<file path="config.mk">
export PLATFORM = sky130hd
export DESIGN_NAME = simd_ram_arbiter
export DESIGN_NICKNAME = d
export VERILOG_FILES = /design/src/rtl/simd_ram_arbiter.sv
export SDC_FILE = /design/constraint.sdc
export NUM_CORES = 1
export LEC_CHECK = 0
export ABC_AREA = 1
export BUFFER_PORTS_ARGS = -buffer_cell sky130_fd_sc_hd__buf_2
export CAP_MARGIN = 5
export CORE_AREA = 2 2 656 658
export CTS_CLUSTER_SIZE = 24
export DETAILED_ROUTE_END_ITERATION = 12
export DIE_AREA = 0 0 658 660
export GPL_TIMING_DRIVEN = 0
export HOLD_SLACK_MARGIN = 0.15
export SLEW_MARGIN = 15
export SYNTH_ARGS = -nofsm -noshare
export SYNTH_HDL_FRONTEND = slang
export SYNTH_SLANG_ARGS = --single-unit
</file>
<file path="constraint.sdc">
create_clock -name clk -period 4 [get_ports clk]
set_input_delay 0.2 -clock clk [delete_from_list [all_inputs] [get_ports clk]]
set_output_delay 0.2 -clock clk [all_outputs]
set_load 0.02 [all_outputs]
</file>
<file path="src/rtl/simd_ram_arbiter.sv">
// simd_ram_arbiter: shares the single-port vector data RAM between the SIMD
// processor data port and a host/loader port using round-robin arbitration.
module simd_ram_arbiter #(
    parameter int AW         = 14,
    parameter int DW         = 256,
    parameter int BW         = DW/8,
    parameter int RD_LATENCY = 2
) (
    input  logic          clk,
    input  logic          reset,
    input  logic [AW-1:0] p_address,
    input  logic [BW-1:0] p_byteena,
    input  logic [DW-1:0] p_wdata,
    input  logic          p_rden,
    input  logic          p_wren,
    output logic [DW-1:0] p_rdata,
    output logic          p_stall,
    input  logic          h_req,
    input  logic          h_we,
    input  logic [AW-1:0] h_address,
    input  logic [BW-1:0] h_byteena,
    input  logic [DW-1:0] h_wdata,
    output logic          h_gnt,
    output logic          h_rvalid,
    output logic [DW-1:0] h_rdata,
    output logic [AW-1:0] ram_address,
    output logic [BW-1:0] ram_byteena,
    output logic [DW-1:0] ram_wdata,
    output logic          ram_rden,
    output logic          ram_wren,
    input  logic [DW-1:0] ram_rdata
);

    typedef enum logic [1:0] {IDLE, RD_WAIT, RD_DONE} state_t;
    typedef enum logic {OWN_PROC, OWN_HOST} owner_t;

    state_t        state;
    state_t        next_state;
    owner_t        owner;
    owner_t        last_owner;
    logic [2:0]    counter;
    logic [AW-1:0] addr_q;
    logic          preq;
    logic          p_win;
    logic          h_win;
    logic          grant_rd;
    logic          rd_capture;

    // Grants are only issued from IDLE and never while reset is held; on a tie
    // the side that did not own the RAM last time wins.
    always_comb begin
        preq  = p_rden | p_wren;
        p_win = 1'b0;
        h_win = 1'b0;
        if (reset && state == IDLE) begin
            if (preq && (!h_req || last_owner == OWN_HOST))
                p_win = 1'b1;
            else if (h_req)
                h_win = 1'b1;
        end
        grant_rd   = (p_win && !p_wren) || (h_win && !h_we);
        rd_capture = (state == RD_WAIT) && (counter == 3'd0);
    end

    always_ff @(posedge clk or negedge reset) begin
        if (!reset)
            state <= IDLE;
        else
            state <= next_state;
    end

    always_comb begin
        next_state = state;
        case (state)
            IDLE:    if (grant_rd) next_state = RD_WAIT;
            RD_WAIT: if (counter == 3'd0) next_state = RD_DONE;
            RD_DONE: next_state = IDLE;
            default: next_state = IDLE;
        endcase
    end

    always_comb begin
        ram_address = '0;
        ram_byteena = '0;
        ram_wdata   = '0;
        ram_rden    = 1'b0;
        ram_wren    = 1'b0;
        h_gnt       = 1'b0;
        h_rvalid    = (state == RD_DONE) && (owner == OWN_HOST);
        if (p_win) begin
            ram_address = p_address;
            ram_byteena = p_byteena;
            ram_wdata   = p_wdata;
            ram_wren    = p_wren;
            ram_rden    = !p_wren;
        end else if (h_win) begin
            ram_address = h_address;
            ram_byteena = h_byteena;
            ram_wdata   = h_wdata;
            ram_wren    = h_we;
            ram_rden    = !h_we;
            h_gnt       = 1'b1;
        end else if (state == RD_WAIT) begin
            ram_address = addr_q;
        end
        // RD_DONE releases a reading processor without re-issuing its still-high request.
        p_stall = preq && !((p_win && p_wren) || (state == RD_DONE && owner == OWN_PROC));
    end

    always_ff @(posedge clk or negedge reset) begin
        if (!reset) begin
            last_owner <= OWN_HOST;
            owner      <= OWN_PROC;
            counter    <= '0;
            addr_q     <= '0;
            p_rdata    <= '0;
            h_rdata    <= '0;
        end else begin
            if (p_win)
                last_owner <= OWN_PROC;
            else if (h_win)
                last_owner <= OWN_HOST;
            if (grant_rd) begin
                owner   <= p_win ? OWN_PROC : OWN_HOST;
                addr_q  <= p_win ? p_address : h_address;
                counter <= 3'(RD_LATENCY - 1);
            end else if (state == RD_WAIT && counter != 3'd0) begin
                counter <= counter - 3'd1;
            end
            if (rd_capture) begin
                if (owner == OWN_HOST)
                    h_rdata <= ram_rdata;
                else
                    p_rdata <= ram_rdata;
            end
        end
    end

endmodule
</file>
# ---- Word-level counts from Yosys, hierarchy flattened
# Index checks and enable logic that the tools add are counted.
dict set report word_totals {
  inputBits 866
  register_bits 533
  elab_cells 66
}
dict set report op_classes {
  bitwise_logic 2
  eq_ne 4
  reduce_logical 25
  addsub 1
  mux 27
}
# op count
set op_table {}
lappend op_table {{256-bit 2-to-1 mux} 2}
lappend op_table {{32-bit 2-to-1 mux} 2}
lappend op_table {{14-bit 2-to-1 mux} 4}
lappend op_table {{1-bit 2-to-1 mux} 14}
lappend op_table {{1-bit logical AND} 10}
lappend op_table {{3-bit 2-to-1 mux} 2}
lappend op_table {{2-bit AND reduction} 3}
lappend op_table {{1-bit zero test} 4}
lappend op_table {{2-bit 2-to-1 mux} 2}
lappend op_table {{2-bit case mux with 2 select lines} 1}
lappend op_table {{2-bit nonzero test} 2}
lappend op_table {{3-bit zero test} 1}
lappend op_table {{1-bit logical OR} 3}
lappend op_table {{3-bit nonzero test} 1}
lappend op_table {{3-bit by 1-bit subtractor with 3-bit output (second input constant)} 1}
lappend op_table {{2-bit by 1-bit == test with 1-bit output (second input constant)} 1}
lappend op_table {{2-bit == test (second input constant)} 1}
lappend op_table {{2-bit zero test} 1}
lappend op_table {{2-bit by 1-bit inequality test with 1-bit output (second input constant)} 1}
lappend op_table {{2-bit inequality test (second input constant)} 1}
lappend op_table {{1-bit inverter} 1}
lappend op_table {{1-bit OR} 1}

# ---- Logic depth before layout (Yosys ltp)
dict set report logic_depth {
  word_depth 9
  mapped_depth 10
}

# ---- Worst setup path before layout
# OpenSTA, ideal clock, no wires.
dict set report synth_timing {
  path_type {reg2out}
  startpoint {reg last_owner}
  endpoint {out ram_wdata[16]}
  slack_ns 2.370
  path_stages_with_launch 8
  t_arrival_ns 1.430
  required_ns 3.800
  path_cell_list {dfstp_2 > nor2_1 > nor2_4 > nand2_4 > inv_4 > clkbuf_1 > nand2_1 > nand2_1}
}
dict set report synth_via {
  elab_chain_cells 6
  elab_cells_between_ends 8
  classes_between {mux (6); reduce/logical (2)}
}
# item line
set synth_lines {}
lappend synth_lines {{start: declaration} 40} ;# owner_t last_owner;
lappend synth_lines {{start signal: assignment} 112} ;# last_owner <= OWN_HOST;
lappend synth_lines {{start signal: assignment} 120} ;# last_owner <= OWN_PROC;
lappend synth_lines {{start signal: assignment} 122} ;# last_owner <= OWN_HOST;
lappend synth_lines {{1-bit logical OR *} 56} ;# if (preq && (!h_req || last_owner == OWN_HOST))
lappend synth_lines {{1-bit logical AND *} 56}
lappend synth_lines {{1-bit 2-to-1 mux} 56}
lappend synth_lines {{1-bit 2-to-1 mux} 55} ;# if (reset && state == IDLE) begin
lappend synth_lines {{256-bit 2-to-1 mux} 96} ;# end else if (h_win) begin
lappend synth_lines {{256-bit 2-to-1 mux *} 90} ;# if (p_win) begin
lappend synth_lines {{end: declaration} 28} ;# output logic [DW-1:0] ram_wdata,
# Mark *: on every way between the ends. The rest lies on a longest branch, timed or not.

# ---- Worst setup path in the final report
dict set report layout_timing {
  startpoint {reg state[0]}
  endpoint {out ram_wdata[51]}
}
dict set report layout_via {
  elab_chain_cells 5
  elab_cells_between_ends 6
  classes_between {mux (4); reduce/logical (2)}
}
# item line
set layout_lines {}
lappend layout_lines {{start: declaration} 37} ;# state_t state;
lappend layout_lines {{start signal: assignment} 69} ;# state <= next_state;
lappend layout_lines {{2-bit zero test *} 55}
lappend layout_lines {{1-bit logical AND *} 55}
lappend layout_lines {{1-bit 2-to-1 mux} 55}
lappend layout_lines {{256-bit 2-to-1 mux} 96}
lappend layout_lines {{256-bit 2-to-1 mux *} 90}
# Marks and branches as above.

==> flow_summary.yaml <==
outcome:
  status: "complete, but fails checks"
  violations: "setup timing"
power:
  p_sw_w: 0.0181
  pwr-share-comb: 0.522
  p_int_w: 0.0171
  power_density_nw_per_um2: 752
  p_leak_nw: 24.3
  swShare: 0.515
  peakVddDrop_uv: 407
  power_frac_seq: 0.278
  clock_power_share: 0.200
sta:
  fmax_mhz: 249
  drv_slew: 0
  period_minus_slack_ps: 4020
  worst_slack_ps: -19.6
  fin_skew_ps: 64.1
  tightest_slew_ps: 973
  whs_ps: 208
  slew_headroom: 0.351
  hold_viol_final: 0
  min_period_over_period: 1.00
  setup_viol: 1
cells_and_area:
  fin_util: 0.109
  seqCellArea_um2: 13300
  drive_gt1_frac: 0.364
  fillers: 49900
  multi_input_area_um2: 9780
  final_nets: 6314
  areaGrowthSynthToFinish_pct: 92.9
global_routing:
  grt-ovfl-total: 0
  grt_util_all_layers: 0.170
  grt_pass1_wl_um: 453000
  grt_max_degree: 89
  grt_pass1_vias: 31500
  antenna_found_initial: 426
flow_run:
  cap_violations: 0
synth:
  syn_avg_cell_area_um2: 7.34
  ys.flop_type: "dfrtp_1"
  synthesis.area_um2: 24200
  synthesis.nets: 4168
  syn_inst: 3300
  synth_edf_count: 0
  synthDistinctLibCells: 24
  synth-seq-cells: 533
  ys_seq_area_frac: 0.551
  yosysWarnings: 0
  async_flop_share: 1.00
clock_tree:
  cts_buffer_depth: 4
  postCtsSetupRepairBufs: 0
  clock-sinks: 533
  htreeDepth: 3
  cts_tree: "built"
  clkLatencyLatePin_ps: 800
  clk_pin_slew_ps: 60
  cts_buffers: 74
  root_buffer: "clkbuf_16"
route:
  initialDrtViolationCount: 3568
  drc: 0
  route.vias.total: 34800
  vias_per_cell: 3.08
  final_antenna_net_count: 0
  wl_per_cell_um: 34.0
  drt-pass1-iter-count: 5
  detail_route.wirelength_um: 384000
floorplan:
  start_util: 0.0568
  dieArea_um2: 434000
  core_um2: 427000
  die_h_um: 660
  io_pins: 1685
  rows: 240
  die_x_um: 658
setup_path:
  cpPeakStageDelay_ps: 770
  cp_common_cell: "nand2_1"
  startpoint_type: "flop"
  path_cells: "nor2_1, nand2_1, inv_2, nand2_4, inv_4, clkbuf_1, nand2_1, nand2_1, buf_2"
  crit_slowest_cell: "clkbuf_1"
  worst-path-buf-inv: 4
  crit_required_ps: 3800
  cp_top_family: "buffers and inverters"
  path_max_fanout: 10
  arrival_ps: 3820
  worstSetupEndpointType: "primary output"
  crit_type: "reg2out"
hold_path:
  min_path_type: "in2reg"
placed_design:
  portBuffers: 1684
  place_congestion: 1.22
  hpwlAfterDp_um: 347000
-- worst paths after layout --
path	startpoint	end	slack [ps]	cells past startpoint
min reg2reg	h_rdata[55]	h_rdata[55]	470	2
min in group asynchronous	reset	h_rdata[90]	240	6
max	state[0]	ram_wdata[51]	-20	9
min	ram_rdata[120]	p_rdata[120]	210	4
max reg2reg	state[0]	addr_q[1]	630	11
max in group asynchronous	reset	p_rdata[218]	2220	10
-- sequential cells by signal, summed over array words and instances, names as in the netlist --
| name | cells |
|---|---|
| state | 2 |
| owner | 1 |
| last_owner | 1 |
| counter | 3 |
| addr_q | 14 |
| p_rdata | 256 |
| h_rdata | 256 |
-- timing repair --
action,CTS,global route
hold buffers,377,0
endpoints found under the setup margin,83,0
endpoints found under the hold margin,666,0
gates resized for setup,15,0
-- layout make-up --
| class | count | share of cell area |
|---|---|---|
| antenna | 118 | 0.00632 |
| buffer | 183 | 0.0228 |
| clock buffer | 108 | 0.0460 |
| clock inverter | 22 | 0.00694 |
| inverter | 17 | 0.00142 |
| multi-input combinational | 2567 | 0.209 |
| sequential | 533 | 0.286 |
| tap | 5687 | 0.152 |
| timing repair buffer | 2070 | 0.269 |
-- cells in the final DEF (no fill, tap or decap), drive strengths merged --
cell type,instances
clkbuf,128
nand2,2500
bufbuf,2
nand3,47
buf,1863
nand4,2
inv,22
nor3,3
nor2,9
o21ai,3
diode,118
o22ai,1
clkinvlp,1
dfrtp,532
ha,2
dlygate4sd3,368
dfstp,1
clkinv,9
bufinv,7
-- synth_stat cells (2+ instances only) --
cell / number / area, um^2
inv_1: 10 / 37.5
nand2_1: 2496 / 9370
dfrtp_1: 532 / 13300
buf_2: 103 / 515
nand3_1: 45 / 225
nor2_1: 6 / 22.5
o21ai_0: 2 / 10.0
nand4_1: 2 / 12.5
nor2_2: 2 / 12.5
ha_1: 2 / 25.0
nand3_2: 2 / 20.0
nor3_1: 3 / 15.0
clkbuf_1: 20 / 75.1
nand2_2: 3 / 18.8
buf_4: 58 / 435
buf_6: 2 / 22.5
inv_2: 5 / 18.8
-- per-stage QoR --
stage               instances  setup slack (ps)  setup TNS (ps)  area, um^2  power [W]
floorplan                3300              2370               0       24200     0.0176
CTS                     11200               115               0       46400     0.0354
detailed placement      10700              -733          -17510       40000     0.0275
global route            11200            -0.938          -0.938       46500     0.0367
finish                  11300             -19.6           -19.6       46700     0.0351
global placement        10700            -11040        -8589520       39800     0.0274
-- per-layer routing --
metal  track usage  vias up  share of wire
li1              -    14300              -
met1         0.203    16800           0.40
met2         0.259     2559           0.42
met3        0.0856      976           0.12
met4        0.0665      192          0.052
met5             0        -         0.0051
-- worst reg2reg max path, delay by kind of cell, from the launching register on --
kind | cells | cell delay, ps
buffers and inverters | 5 | 2130
DFF | 1 | 400
and+or+nand+nor | 6 | 770
-- cells by family (layout without fill, tap and decap cells) --
kind of cell             count (synthesis)  after routing  synth area share
AO/OA/AOI/OAI                            4              4          0.000878
adder cells (fa/ha/maj)                  2              2           0.00103
buffers and inverters                  200           2400            0.0460
flip-flops                             533            533             0.551
other                                    0            118                 0
AND/OR/NAND/NOR                       2561           2561             0.401
-- power by group through the flow --
stage,Clock [W],Combinational (W),Sequential (W)
after floorplan,0,0.00483,0.0128
after global placement,0,0.0177,0.00971
after detailed placement,0,0.0178,0.00971
after CTS,0.00721,0.0185,0.00970
after global routing,0.00738,0.0193,0.0100
final,0.00702,0.0183,0.00976
Note: power is estimated with default switching activity, not from simulation.
